<file path="src/rtl/move_arbiter.sv">
// move_arbiter
//   Collision and lock controller for the falling piece. It answers the
//   movement handshake, performs four occupancy reads per request through
//   the single playfield port, decides commit or decline, and on a blocked
//   gravity move writes the last committed piece into the playfield before
//   handing control back for a respawn.
//
//   Optional feature macro: MOVE_ARB_LINE_SCAN_EN
//     defined   : after a lock, each distinct locked row is read back and a
//                 full row is reported on line_full/line_row.
//     undefined : lock goes straight to steal; line_full/line_row are 0.
//
// Ports
//   clk, reset                 clock, asynchronous active-high reset
//   movement_request/intent    handshake in (intent 0 = gravity, 1 = player)
//   P1..P4blk_h / P1..P4blk_v  proposed block coordinates (row h, column v)
//   volatile_blk_color         colour written on lock
//   movement_commit            single-cycle accept pulse
//   movement_declined          reject level, held until request drops
//   movement_steal             lock level, held until request drops
//   pf_rd_*                    playfield read port (data one cycle later)
//   pf_wr_*                    playfield write port
//   line_full, line_row        full-row report
//   game_over                  sticky, set when the spawn position is blocked
module move_arbiter #(
  parameter int FIELD_ROWS = 20,
  parameter int FIELD_COLS = 10
) (
  input  logic       clk,
  input  logic       reset,
  input  logic       movement_request,
  input  logic       movement_intent,
  input  logic [4:0] P1blk_v,
  input  logic [4:0] P2blk_v,
  input  logic [4:0] P3blk_v,
  input  logic [4:0] P4blk_v,
  input  logic [4:0] P1blk_h,
  input  logic [4:0] P2blk_h,
  input  logic [4:0] P3blk_h,
  input  logic [4:0] P4blk_h,
  input  logic [2:0] volatile_blk_color,
  output logic       movement_commit,
  output logic       movement_declined,
  output logic       movement_steal,
  output logic       pf_rd_en,
  output logic [4:0] pf_rd_row,
  output logic [4:0] pf_rd_col,
  input  logic       pf_rd_data,
  output logic       pf_wr_en,
  output logic [4:0] pf_wr_row,
  output logic [4:0] pf_wr_col,
  output logic [2:0] pf_wr_color,
  output logic       line_full,
  output logic [4:0] line_row,
  output logic       game_over
);

  typedef enum logic [3:0] {
    IDLE, CHECK, COMMIT, DECLINE, LOCK, SCAN, STEAL, WAIT_DROP, DEAD
  } state_t;

  state_t     state_reg;
  logic [2:0] cnt_reg;
  logic [4:0] in_h [4];
  logic [4:0] in_v [4];
  logic [4:0] lat_h_reg [4];
  logic [4:0] lat_v_reg [4];
  logic [4:0] com_h_reg [4];
  logic [4:0] com_v_reg [4];
  logic       intent_reg;
  logic       blocked_reg;
  logic       rd_pend_reg;
  logic       committed_valid_reg;
  logic       commit_reg;
  logic       declined_reg;
  logic       steal_reg;
  logic       game_over_reg;
  logic       rd_en_reg;
  logic [4:0] rd_row_reg;
  logic [4:0] rd_col_reg;
  logic       wr_en_reg;
  logic [4:0] wr_row_reg;
  logic [4:0] wr_col_reg;
  logic [2:0] wr_color_reg;
  logic       check_hit;

  assign in_h[0] = P1blk_h;
  assign in_h[1] = P2blk_h;
  assign in_h[2] = P3blk_h;
  assign in_h[3] = P4blk_h;
  assign in_v[0] = P1blk_v;
  assign in_v[1] = P2blk_v;
  assign in_v[2] = P3blk_v;
  assign in_v[3] = P4blk_v;

  // Coordinates are unsigned: a wrap below zero lands at 31 and fails here.
  function automatic logic oob(input logic [4:0] h, input logic [4:0] v);
    return (int'(h) >= FIELD_ROWS) || (int'(v) >= FIELD_COLS);
  endfunction

  // rd_pend_reg marks that the data arriving now belongs to a real read,
  // so skipped (out-of-bounds) slots never contribute stale data.
  assign check_hit = blocked_reg | (rd_pend_reg & pf_rd_data);

`ifdef MOVE_ARB_LINE_SCAN_EN
  localparam int CW = $clog2(FIELD_COLS + 1);
  logic [2:0]    scan_blk_reg;
  logic [4:0]    scan_row_reg;
  logic [CW-1:0] col_cnt_reg;
  logic          full_reg;
  logic          eval_reg;
  logic [3:0]    dup;
  logic [2:0]    next_blk;

  // dup[j]: block j sits on a row already owned by an earlier block.
  assign dup[0] = 1'b0;
  generate
    for (genvar gi = 1; gi < 4; gi++) begin : g_dup
      always_comb begin
        dup[gi] = 1'b0;
        for (int i = 0; i < gi; i++)
          if (com_h_reg[i] == com_h_reg[gi]) dup[gi] = 1'b1;
      end
    end
  endgenerate

  // Next block after the current one whose row has not been scanned; 4 = done.
  always_comb begin
    next_blk = 3'd4;
    for (int j = 3; j >= 1; j--)
      if (j > int'(scan_blk_reg) && !dup[j]) next_blk = 3'(j);
  end

  // The last column's data arrives in the evaluation cycle itself, so the
  // pulse combines the registered accumulator with the incoming read data.
  assign line_full = eval_reg & full_reg & pf_rd_data;
  assign line_row  = line_full ? scan_row_reg : 5'd0;
`else
  assign line_full = 1'b0;
  assign line_row  = 5'd0;
`endif

  always_ff @(posedge clk or posedge reset) begin
    if (reset) begin
      state_reg           <= IDLE;
      cnt_reg             <= '0;
      intent_reg          <= 1'b0;
      blocked_reg         <= 1'b0;
      rd_pend_reg         <= 1'b0;
      committed_valid_reg <= 1'b0;
      commit_reg          <= 1'b0;
      declined_reg        <= 1'b0;
      steal_reg           <= 1'b0;
      game_over_reg       <= 1'b0;
      rd_en_reg           <= 1'b0;
      rd_row_reg          <= '0;
      rd_col_reg          <= '0;
      wr_en_reg           <= 1'b0;
      wr_row_reg          <= '0;
      wr_col_reg          <= '0;
      wr_color_reg        <= '0;
      for (int i = 0; i < 4; i++) begin
        lat_h_reg[i] <= '0;
        lat_v_reg[i] <= '0;
        com_h_reg[i] <= '0;
        com_v_reg[i] <= '0;
      end
`ifdef MOVE_ARB_LINE_SCAN_EN
      scan_blk_reg <= '0;
      scan_row_reg <= '0;
      col_cnt_reg  <= '0;
      full_reg     <= 1'b0;
      eval_reg     <= 1'b0;
`endif
    end else begin
      rd_pend_reg <= rd_en_reg;
      case (state_reg)
        IDLE: begin
          if (movement_request) begin
            for (int i = 0; i < 4; i++) begin
              lat_h_reg[i] <= in_h[i];
              lat_v_reg[i] <= in_v[i];
            end
            intent_reg  <= movement_intent;
            // Slot 1 is issued straight from the ports on the accepting edge.
            rd_en_reg   <= !oob(in_h[0], in_v[0]);
            rd_row_reg  <= in_h[0];
            rd_col_reg  <= in_v[0];
            blocked_reg <= oob(in_h[0], in_v[0]);
            cnt_reg     <= 3'd1;
            state_reg   <= CHECK;
          end
        end

        CHECK: begin
          if (!movement_request) begin
            rd_en_reg <= 1'b0;
            state_reg <= IDLE;
          end else begin
            cnt_reg <= cnt_reg + 3'd1;
            if (cnt_reg <= 3'd3) begin
              rd_en_reg   <= !oob(lat_h_reg[cnt_reg[1:0]], lat_v_reg[cnt_reg[1:0]]);
              rd_row_reg  <= lat_h_reg[cnt_reg[1:0]];
              rd_col_reg  <= lat_v_reg[cnt_reg[1:0]];
              blocked_reg <= check_hit | oob(lat_h_reg[cnt_reg[1:0]], lat_v_reg[cnt_reg[1:0]]);
            end else if (cnt_reg == 3'd4) begin
              rd_en_reg   <= 1'b0;
              blocked_reg <= check_hit;
            end else if (!check_hit) begin
              for (int i = 0; i < 4; i++) begin
                com_h_reg[i] <= lat_h_reg[i];
                com_v_reg[i] <= lat_v_reg[i];
              end
              committed_valid_reg <= 1'b1;
              commit_reg          <= 1'b1;
              state_reg           <= COMMIT;
            end else if (intent_reg) begin
              declined_reg <= 1'b1;
              state_reg    <= DECLINE;
            end else if (committed_valid_reg) begin
              wr_en_reg    <= 1'b1;
              wr_row_reg   <= com_h_reg[0];
              wr_col_reg   <= com_v_reg[0];
              wr_color_reg <= volatile_blk_color;
              cnt_reg      <= 3'd1;
              state_reg    <= LOCK;
            end else begin
              // A gravity move with nothing committed is the spawn position.
              game_over_reg <= 1'b1;
              state_reg     <= DEAD;
            end
          end
        end

        COMMIT: begin
          commit_reg <= 1'b0;
          state_reg  <= WAIT_DROP;
        end

        WAIT_DROP: begin
          if (!movement_request) state_reg <= IDLE;
        end

        DECLINE: begin
          if (!movement_request) begin
            declined_reg <= 1'b0;
            state_reg    <= IDLE;
          end
        end

        LOCK: begin
          if (cnt_reg <= 3'd3) begin
            wr_en_reg    <= 1'b1;
            wr_row_reg   <= com_h_reg[cnt_reg[1:0]];
            wr_col_reg   <= com_v_reg[cnt_reg[1:0]];
            wr_color_reg <= volatile_blk_color;
            cnt_reg      <= cnt_reg + 3'd1;
          end else begin
            wr_en_reg <= 1'b0;
`ifdef MOVE_ARB_LINE_SCAN_EN
            // Block 1's row is always new; its first read overlaps nothing
            // because the write enable drops on this same edge.
            scan_blk_reg <= 3'd0;
            scan_row_reg <= com_h_reg[0];
            rd_en_reg    <= 1'b1;
            rd_row_reg   <= com_h_reg[0];
            rd_col_reg   <= 5'd0;
            col_cnt_reg  <= CW'(1);
            full_reg     <= 1'b1;
            state_reg    <= SCAN;
`else
            steal_reg <= 1'b1;
            state_reg <= STEAL;
`endif
          end
        end

`ifdef MOVE_ARB_LINE_SCAN_EN
        SCAN: begin
          if (eval_reg) begin
            eval_reg <= 1'b0;
            if (next_blk == 3'd4) begin
              steal_reg <= 1'b1;
              state_reg <= STEAL;
            end else begin
              scan_blk_reg <= next_blk;
              scan_row_reg <= com_h_reg[next_blk[1:0]];
              rd_en_reg    <= 1'b1;
              rd_row_reg   <= com_h_reg[next_blk[1:0]];
              rd_col_reg   <= 5'd0;
              col_cnt_reg  <= CW'(1);
              full_reg     <= 1'b1;
            end
          end else begin
            full_reg <= full_reg & (pf_rd_data | ~rd_pend_reg);
            if (int'(col_cnt_reg) < FIELD_COLS) begin
              rd_en_reg   <= 1'b1;
              rd_col_reg  <= 5'(col_cnt_reg);
              col_cnt_reg <= col_cnt_reg + 1'b1;
            end else begin
              rd_en_reg <= 1'b0;
              eval_reg  <= 1'b1;
            end
          end
        end
`endif

        STEAL: begin
          if (!movement_request) begin
            steal_reg           <= 1'b0;
            committed_valid_reg <= 1'b0;
            state_reg           <= IDLE;
          end
        end

        DEAD: begin
          // Terminal until reset.
        end

        default: state_reg <= IDLE;
      endcase
    end
  end

  assign movement_commit   = commit_reg;
  assign movement_declined = declined_reg;
  assign movement_steal    = steal_reg;
  assign game_over         = game_over_reg;
  assign pf_rd_en          = rd_en_reg;
  assign pf_rd_row         = rd_row_reg;
  assign pf_rd_col         = rd_col_reg;
  assign pf_wr_en          = wr_en_reg;
  assign pf_wr_row         = wr_row_reg;
  assign pf_wr_col         = wr_col_reg;
  assign pf_wr_color       = wr_color_reg;

endmodule
</file>
<file path="config.mk">
export PLATFORM = sky130hd
export DESIGN_NAME = move_arbiter
export DESIGN_NICKNAME = d
export VERILOG_FILES = /design/src/rtl/move_arbiter.sv
export SDC_FILE = /design/constraint.sdc
export NUM_CORES = 1
export LEC_CHECK = 0
export BUFFER_PORTS_ARGS = -buffer_cell sky130_fd_sc_hd__buf_4
export CORE_MARGIN = 4
export CORE_UTILIZATION = 60
export CTS_CLUSTER_SIZE = 14
export DETAILED_ROUTE_END_ITERATION = 12
export HOLD_SLACK_MARGIN = 0.03
export MAX_ROUTING_LAYER = met4
export PLACE_DENSITY_LB_ADDON = 0.08
export RECOVER_POWER = 25
export SETUP_SLACK_MARGIN = 0.05
export SKIP_CTS_REPAIR_TIMING = 1
export SYNTH_ARGS = -nofsm -noshare
export SYNTH_HDL_FRONTEND = slang
export SYNTH_SLANG_ARGS = --single-unit
</file>
<file path="constraint.sdc">
create_clock -name clk -period 6.4 [get_ports clk]
set_input_delay 0.32 -clock clk [delete_from_list [all_inputs] [get_ports clk]]
set_output_delay 0.32 -clock clk [all_outputs]
set_load 0.02 [all_outputs]
</file>
==> results of run 1 <==
final timing paths:
path,start,to,slack (ps),depth (start not counted)
max in group asynchronous,reset,com_v_reg[3],3760,4
worst min-delay path,P3blk_h[0],lat_h_reg[5],40,2
min in group asynchronous,reset,pf_rd_row[2],950,3
worst min register to register,pf_rd_en,rd_pend_reg,440,0
worst max-delay path,cnt_reg[1],com_v_reg[13],2980,7
worst max register to register,cnt_reg[1],com_v_reg[13],2980,7
metrics by stage:
stage               total power, mW  setup slack [ps]  cell area [µm²]  cells  utilization
global route                   3.89              2880             6880    644        0.749
detailed placement             2.73              3050             6190    598        0.673
global placement               2.67              3180             6190    598        0.673
floorplan                      2.33              2890             5650    439            -
CTS                            3.73              3000             6790    628        0.738
finish                         3.69              2980             6880    644        0.749
area by class of cell:
type	instances	area, µm²	share of cell area
clock buffers	18	428	0.0622
repair buffers	97	704	0.102
multi-input cells	267	2360	0.343
flip-flops and latches	120	3000	0.436
inverters	19	72.6	0.0105
clock inverters	12	175	0.0254
well taps	111	139	0.0202
power by group through the flow:
stage / combinational (mW) / sequential (mW) / clock, mW
2_1_floorplan: 0.968 / 1.36 / 0
3_3_place_gp: 1.29 / 1.38 / 0
3_5_place_dp: 1.33 / 1.40 / 0
4_1_cts: 1.35 / 1.40 / 0.986
5_1_grt: 1.42 / 1.44 / 1.02
6_report: 1.31 / 1.40 / 0.977
Yosys cell counts (3+ instances only):
master / number
a21oi_1: 14
a31oi_1: 6
buf_2: 6
buf_4: 11
buf_6: 9
clkbuf_1: 7
dfrtp_1: 120
ha_1: 3
inv_1: 19
mux2_1: 5
mux2_2: 79
mux2i_1: 32
mux4_2: 10
nand2_1: 15
nand3_1: 3
nor2_1: 23
nor3_1: 3
o21a_1: 5
o21ai_0: 18
o22ai_1: 13
cells by family after synthesis:
family,synth area share
AO/OA/AOI/OAI,0.0843
adder cells (fa/ha/maj),0.00667
buffers and inverters,0.0554
flip-flops,0.534
multiplexers,0.268
other,0.000666
AND/OR/NAND/NOR,0.0518
routing by layer:
metal | vias up | part of all wire | track usage
met5 | - | 0 | -
met4 | 0 | 0.0088 | 0.0581
met3 | 10 | 0.046 | 0.0587
met2 | 112 | 0.51 | 0.385
met1 | 1977 | 0.44 | 0.323
li1 | 1729 | - | -
==> impl_metrics.json, run 1 <==
{
  "crit_chain": "buf_4, ha_1, ha_1, nor3b_1, a31o_2, and3_2, mux2_2",
  "min_period_over_period": 0.534,
  "hold_viol_final": 0,
  "layout_common_cells": "dfrtp_1 (120), mux2_2 (79), buf_4 (63)",
  "slew_viol_final": 51,
  "swShare": 0.350,
  "cts-root-buf": "clkbuf_8",
  "numCtsBuffers": 17,
  "avgSynthCellArea_um2": 13.0,
  "synthFlopType": "dfrtp_1",
  "synth_edf_count": 0,
  "finalClockSkew_ps": 9.93,
  "wl_um": 12700,
  "final_common_cell": "dfrtp_1",
  "rsz0062_at_grt": "no",
  "path_buf_inv": 1,
  "synth_area_um2": 5630,
  "cpMostUsedCell": "ha_1",
  "firstDrtPassIters": 6,
  "dieArea_um2": 11000,
  "num-nets-final": 573,
  "postRouteAntennaNets": 0,
  "cts_tree": "done",
  "die_w_um": 105,
  "vias_per_cell": 5.94,
  "timing_worst_setup_path_type": "reg -> reg",
  "drv_cap": 1,
  "yosys_register_bits": 120,
  "p_switching_mw": 1.29,
  "grt_overflow": 0,
  "setup_viol": 0,
  "p_int_mw": 2.40,
  "h-tree-depth": 4,
  "die_y_um": 105,
  "core_area_um2": 9200,
  "ir_drop_v": 0.000306,
  "wl_per_cell_um": 19.7,
  "initialDrtViolationCount": 133,
  "synth_top_area_share": 0.534,
  "fin_crit_ps": 3420,
  "grt_max_degree": 72,
  "synth_cell_types": 46,
  "area_growth_pct": 22.3,
  "status": "complete, but fails checks",
  "grt_pass1_vias": 3921,
  "antenna_found_initial": 0,
  "grt_pass1_wl_um": 20500,
  "cp_slowest_cell": "and3_2",
  "synth.area.top_cells": "dfrtp_1 (53%), mux2_2 (16%), mux2i_1 (5.7%)",
  "worstPathRequired_ps": 6790,
  "fillCellCount": 628,
  "power_density_nw_per_um2": 536,
  "route.detailed.drc": 0,
  "vias": 3828,
  "max_freq_ghz": 0.292,
  "hpwl_um": 7990,
  "cp.arrival_ps": 3810,
  "gp_congestion": 0.872,
  "drive_gt1_frac": 0.368,
  "tightest_slew_ps": 2200,
  "end_kind": "flip-flop",
  "hold_ws_ps": 37.3,
  "clockBufferDepth": 2,
  "power_frac_seq": 0.380,
  "path_max_fanout": 43,
  "p_comb_frac": 0.355,
  "clkSlewWorstSetupHoldPaths_ps": 60,
  "critPathMaxStageDelay_ps": 870,
  "worst_skew_pair.late_latency_ps": 510,
  "initial_core_util": 0.612,
  "async_flop_share": 1.00,
  "fp-row-count": 35,
  "num_io_pins": 83,
  "numClockSinks": 120,
  "ys.warnings.count": 0,
  "p_leak_nw": 3.15,
  "yosysSeqAreaShare": 0.534,
  "pwr-share-clk": 0.265,
  "hold_class": "in -> reg",
  "final.setup.tns_ps": 0,
  "start_kind": "flip-flop",
  "relSlewSlack": -0.472,
  "grt_use_total": 0.244,
  "synth_area_leader_cell": "dfrtp_1",
  "syn_inst": 434,
  "violations": "max-capacitance violations, max-slew violations",
  "num_antenna_cells": 0,
  "portBuffers": 76,
  "cp_top_family": "simple AND/OR/NAND/NOR gates"
}
(Power assumes the default switching activity.)
==> run 2: changes to the inputs <==
--- a/config.mk
+++ b/config.mk
@@ -5,9 +5,10 @@
 export SDC_FILE = /design/constraint.sdc
 export NUM_CORES = 1
 export LEC_CHECK = 0
+export ABC_AREA = 1
 export BUFFER_PORTS_ARGS = -buffer_cell sky130_fd_sc_hd__buf_4
 export CORE_MARGIN = 4
-export CORE_UTILIZATION = 60
+export CORE_UTILIZATION = 57
 export CTS_CLUSTER_SIZE = 14
 export DETAILED_ROUTE_END_ITERATION = 12
 export HOLD_SLACK_MARGIN = 0.03
==> constraint.sdc (replaced) <==
create_clock -name clk -period 3.3 [get_ports clk]
set_input_delay 0.165 -clock clk [delete_from_list [all_inputs] [get_ports clk]]
set_output_delay 0.165 -clock clk [all_outputs]
set_load 0.02 [all_outputs]
==> impl_metrics.json, run 2 <==
{
  "fin_crit_ps": 2510,
  "violations": "max-capacitance violations, max-slew violations",
  "yosysSeqAreaShare": 0.526,
  "die_w_um": 108,
  "p_leak_nw": 3.51,
  "vias": 5079,
  "async_flop_share": 1.00,
  "cp.arrival_ps": 2910,
  "grt_overflow": 0,
  "drv_cap": 1,
  "numCtsBuffers": 17,
  "final_common_cell": "nand2_1",
  "wl_per_cell_um": 16.0,
  "wl_um": 14800,
  "num-nets-final": 829,
  "route.met2.wl_um": 7390,
  "clkSlewWorstSetupHoldPaths_ps": 60,
  "vias_per_cell": 5.50,
  "synth_area_um2": 5710,
  "grt_pass1_wl_um": 22800,
  "cts-root-buf": "clkbuf_8",
  "critPathMaxStageDelay_ps": 600,
  "rsz0062_at_grt": "no",
  "layout_common_cells": "nand2_1 (147), dfrtp_1 (120), a21oi_1 (62)",
  "portBuffers": 76,
  "power_density_nw_per_um2": 970,
  "grt_pass1_vias": 4609,
  "fp-row-count": 36,
  "min_period_over_period": 0.761,
  "max_freq_ghz": 0.398,
  "core_area_um2": 9770,
  "finalClockSkew_ps": 7.14,
  "dieArea_um2": 11700,
  "topRoutingLayerUsed": "met4",
  "final_core_util": 0.745,
  "antenna_found_initial": 0,
  "path_buf_inv": 1,
  "start_kind": "flip-flop",
  "synthFlopType": "dfrtp_1",
  "postRouteAntennaNets": 0,
  "end_kind": "flip-flop",
  "num_io_pins": 83,
  "worst-path-stages": 8,
  "numClockSinks": 120,
  "wl_met3_um": 873,
  "worst_skew_pair.late_latency_ps": 530,
  "synth_top_area_share": 0.526,
  "h-tree-depth": 4,
  "syn_inst": 663,
  "crit_chain": "ha_1, ha_1, a21oi_4, nand3_2, inv_2, nand2_4, nand2_1, o21ai_1",
  "hpwl_um": 9250,
  "setup_viol": 0,
  "grt_max_degree": 74,
  "initialDrtViolationCount": 373,
  "clockBufferDepth": 2,
  "min_path_cells": 5,
  "initial_core_util": 0.584,
  "cts_tree": "done",
  "synth_edf_count": 0,
  "fin_total_pwr_mw": 7.06,
  "grt_use_total": 0.261,
  "netlist_top_cells_count": "nand2_1 (147), dfrtp_1 (120), a21oi_1 (62)",
  "gp_congestion": 0.837,
  "ys.warnings.count": 0,
  "route.detailed.drc": 0,
  "worstPathRequired_ps": 3690,
  "num_antenna_cells": 0,
  "worstRegToRegCells": 8,
  "hold_viol_final": 0,
  "area_growth_pct": 27.5,
  "tightest_slew_ps": 1960,
  "final.setup.tns_ps": 0,
  "path_max_fanout": 72,
  "firstDrtPassIters": 5,
  "cp_slowest_cell": "dfrtp_1",
  "yosys_register_bits": 120,
  "status": "complete, but fails checks",
  "synth_cell_types": 37,
  "drt-met1-wl_um": 6110,
  "synth_area_leader_cell": "dfrtp_1",
  "synth.area.top_cells": "dfrtp_1 (53%), nand2_1 (9.7%), a21oi_1 (5.4%)",
  "cpMostUsedCell": "ha_1",
  "drive_gt1_frac": 0.167,
  "ir_drop_v": 0.000479,
  "avgSynthCellArea_um2": 8.61,
  "cp_top_family": "simple AND/OR/NAND/NOR gates",
  "slew_viol_final": 44,
  "die_y_um": 108,
  "relSlewSlack": -0.315,
  "yosysMostFrequentCell": "nand2_1",
  "timing_worst_setup_path_type": "reg -> reg",
  "hold_class": "in -> reg",
  "fillCellCount": 721
}
## run 2: changes by cell type after synthesis, sizes merged, moves of 13 or more
cell,change
nand2,+137
mux2,-78
o21ai,+63
a21oi,+50
nand3,+46
nor2,+39
inv,+38
mux2i,-32
o22ai,-13
## run 2: cell families after synthesis
logic type      count (synthesis)  synth area share
simple gates                  280             0.219
compound gates                156             0.152
flops                         120             0.526
buf+inv                        96            0.0809
mux                             7            0.0151
fa+ha+maj                       3           0.00658
other cells                     1          0.000657
## run 2: per-stage QoR
step	cells	hold slack, ps	worst slack [ps]	area (µm²)
after floorplan	668	275	1440	5730
after global placement	846	366	974	6290
after detailed placement	846	376	834	6290
after CTS	877	-168	832	6910
after global routing	923	146	597	7280
final	923	125	789	7280
## run 2: layout make-up
type / count / area [µm²] / area share
clock buffers: 23 / 477 / 0.0655
flip-flops and latches: 120 / 3000 / 0.413
inverters: 57 / 215 / 0.0296
repair buffers: 130 / 1010 / 0.139
well taps: 133 / 166 / 0.0229
clock inverters: 8 / 143 / 0.0196
multi-input cells: 452 / 2260 / 0.311
## run 2: worst min-delay path: cells and delay by family
| kind | cells | cell delay (ps) |
|---|---|---|
| buffers and inverters | 2 | 260 |
| and+or+nand+nor | 2 | 140 |
| AOI/OAI and AO/OA | 1 | 40 |
## run 2: per-layer routing
metal | GRT usage | vias to the layer above
met4 | 0.115 | 0
met2 | 0.414 | 185
met1 | 0.330 | 2447
li1 | - | 2414
met3 | 0.0490 | 33
met5 | - | -
## run 2: worst paths after layout
kind / end / start / slack [ps]
setup / recovery: com_h_reg[6] / cnt_reg[0] / 790
hold / removal: com_h_reg[16] / pf_rd_data / 120
setup reg to reg: com_h_reg[6] / cnt_reg[0] / 790
hold reg to reg: rd_pend_reg / pf_rd_en / 450
max in group asynchronous: pf_rd_row[1] / reset / 1450
min in group asynchronous: com_v_reg[4] / reset / 700
## run 2: report_power, final
group	switching, mW	total (mW)	internal (mW)	leakage (nW)
sequential	0.393	2.45	2.05	1.48
combinational	1.80	2.68	0.878	1.73
clock	0.636	1.93	1.30	0.304
total	2.83	7.06	4.23	3.51
==> run 3: changes to the inputs <==
--- a/config.mk
+++ b/config.mk
@@ -5,10 +5,10 @@
 export SDC_FILE = /design/constraint.sdc
 export NUM_CORES = 1
 export LEC_CHECK = 0
-export ABC_AREA = 1
+export ABC_AREA = 0
 export BUFFER_PORTS_ARGS = -buffer_cell sky130_fd_sc_hd__buf_4
 export CORE_MARGIN = 4
-export CORE_UTILIZATION = 57
+export CORE_UTILIZATION = 52
 export CTS_CLUSTER_SIZE = 14
 export DETAILED_ROUTE_END_ITERATION = 12
 export HOLD_SLACK_MARGIN = 0.03
==> constraint.sdc (replaced) <==
create_clock -name clk -period 2 [get_ports clk]
set_input_delay 0.1 -clock clk [delete_from_list [all_inputs] [get_ports clk]]
set_output_delay 0.1 -clock clk [all_outputs]
set_load 0.02 [all_outputs]
==> impl_metrics.json, run 3 (synthesized netlist as in run 1, its figures left out) <==
{
  "endpoint": "com_h_reg[15]",
  "drive_gt1_frac": 0.465,
  "fin_total_pwr_mw": 13.3,
  "tightest_slew_ps": 967,
  "fp-row-count": 37,
  "worst_skew_pair.late_latency_ps": 520,
  "worstPathRequired_ps": 2400,
  "grt_max_degree": 71,
  "gp_congestion": 0.890,
  "relSlewSlack": 0.356,
  "power_density_nw_per_um2": 1650,
  "reg2reg_from": "cnt_reg[1]",
  "path_max_fanout": 8,
  "clockBufferDepth": 2,
  "final_core_util": 0.776,
  "num_antenna_cells": 0,
  "grt_pass1_vias": 4237,
  "grt_overflow": 0,
  "route.detailed.drc": 0,
  "cts-root-buf": "clkbuf_8",
  "slew_viol_final": 0,
  "rsz0062_at_grt": "yes",
  "cp.arrival_ps": 2550,
  "critPathMaxStageDelay_ps": 410,
  "ir_drop_v": 0.000906,
  "vias_per_cell": 5.50,
  "p_comb_frac": 0.435,
  "min_period_over_period": 1.07,
  "layout_common_cells": "dfrtp_1 (119), buf_4 (118), dlygate4sd3_1 (46)",
  "numCtsBuffers": 17,
  "end_kind": "flip-flop",
  "firstDrtPassIters": 4,
  "wl_um": 14300,
  "fin_area_um2": 8080,
  "status": "complete, but fails checks",
  "antenna_found_initial": 0,
  "hpwl_um": 9090,
  "hold_class": "in -> async",
  "fin_crit_ps": 2150,
  "num_io_pins": 83,
  "hold_viol_final": 0,
  "initial_core_util": 0.540,
  "cts_tree": "done",
  "postRouteAntennaNets": 0,
  "r2r_slack_ps": -150,
  "start_kind": "flip-flop",
  "clkSlewWorstSetupHoldPaths_ps": 60,
  "violations": "negative setup slack",
  "wl_per_cell_um": 19.0,
  "r2r-end": "com_h_reg[15]",
  "dp_slack_ps": -107,
  "vias": 4155,
  "grt_use_total": 0.226,
  "p_int_mw": 8.83,
  "die_w_um": 112,
  "area_growth_pct": 43.6,
  "finalClockSkew_ps": 6.36,
  "setup_viol": 58,
  "p_switching_mw": 4.50,
  "final_common_cell": "dfrtp_1",
  "numClockSinks": 120,
  "initialDrtViolationCount": 224,
  "timing_worst_setup_path_type": "reg -> reg",
  "crit_chain": "ha_2, ha_4, nor2_1, a31o_4, and3_4, clkbuf_16, mux2_4",
  "drv_cap": 0,
  "power_frac_seq": 0.327,
  "swShare": 0.338,
  "setup_slack_ps": -148,
  "portBuffers": 76,
  "p_leak_nw": 3.71,
  "dieArea_um2": 12600,
  "grt_pass1_wl_um": 21800,
  "cp_slowest_cell": "dfrtp_1",
  "pwr-share-clk": 0.238,
  "place_area_um2": 6700,
  "hold_ws_ps": 63.0,
  "h-tree-depth": 4,
  "core_area_um2": 10400,
  "worstRegToRegCells": 7,
  "max_freq_ghz": 0.466,
  "startpoint": "cnt_reg[1]",
  "die_y_um": 112,
  "num-nets-final": 657
}
## run 3: worst min path at each step
stage / startpoint / end / slack, ps
after floorplan: P1blk_h[4] / lat_h_reg[19] / 250
after global placement: reset / movement_steal / 30
after detailed placement: reset / movement_steal / 30
after CTS: reset / state_reg[2] / -530
after global routing: reset / movement_declined / 90
final: reset / movement_steal / 60
## run 3: worst max-delay path: cells and delay by family (launching register included)
kind | cells | cell delay, ps
AOI/OAI and AO/OA | 1 | 200
buffers and inverters | 1 | 220
muxes | 1 | 300
DFF | 1 | 410
adders and majority gates | 2 | 400
and+or+nand+nor | 2 | 490
## run 3: cell type report
cell class / count / area [µm²]
repair buffers: 181 / 1600
clock inverters: 12 / 174
clock buffers: 20 / 445
well taps: 136 / 170
fillers: 628 / 2330
flip-flops and latches: 120 / 3000
multi-input cells: 267 / 2600
inverters: 19 / 85.1
## run 3: power groups by stage
stage               clock, mW  combinational [mW]  sequential, mW
global route             3.34                6.23            4.50
global placement            0                5.05            4.30
CTS                      3.22                5.19            4.31
floorplan                   0                3.21            4.35
detailed placement          0                5.15            4.33
finish                   3.17                5.80            4.37
## run 3: metal layers
layer,wire length (µm),part of all wire,vias up,global-route usage
met1,6240,0.44,2108,0.292
met5,0,0,-,-
met2,7160,0.50,115,0.361
met3,693,0.048,23,0.0469
li1,-,-,1909,-
met4,229,0.016,0,0.0745
## run 3: per-stage QoR
stage	cells	setup TNS (ps)
finish	755	-5310
global route	755	-10130
CTS	702	-4550
detailed placement	670	-3440
global placement	670	-280
floorplan	439	-1670
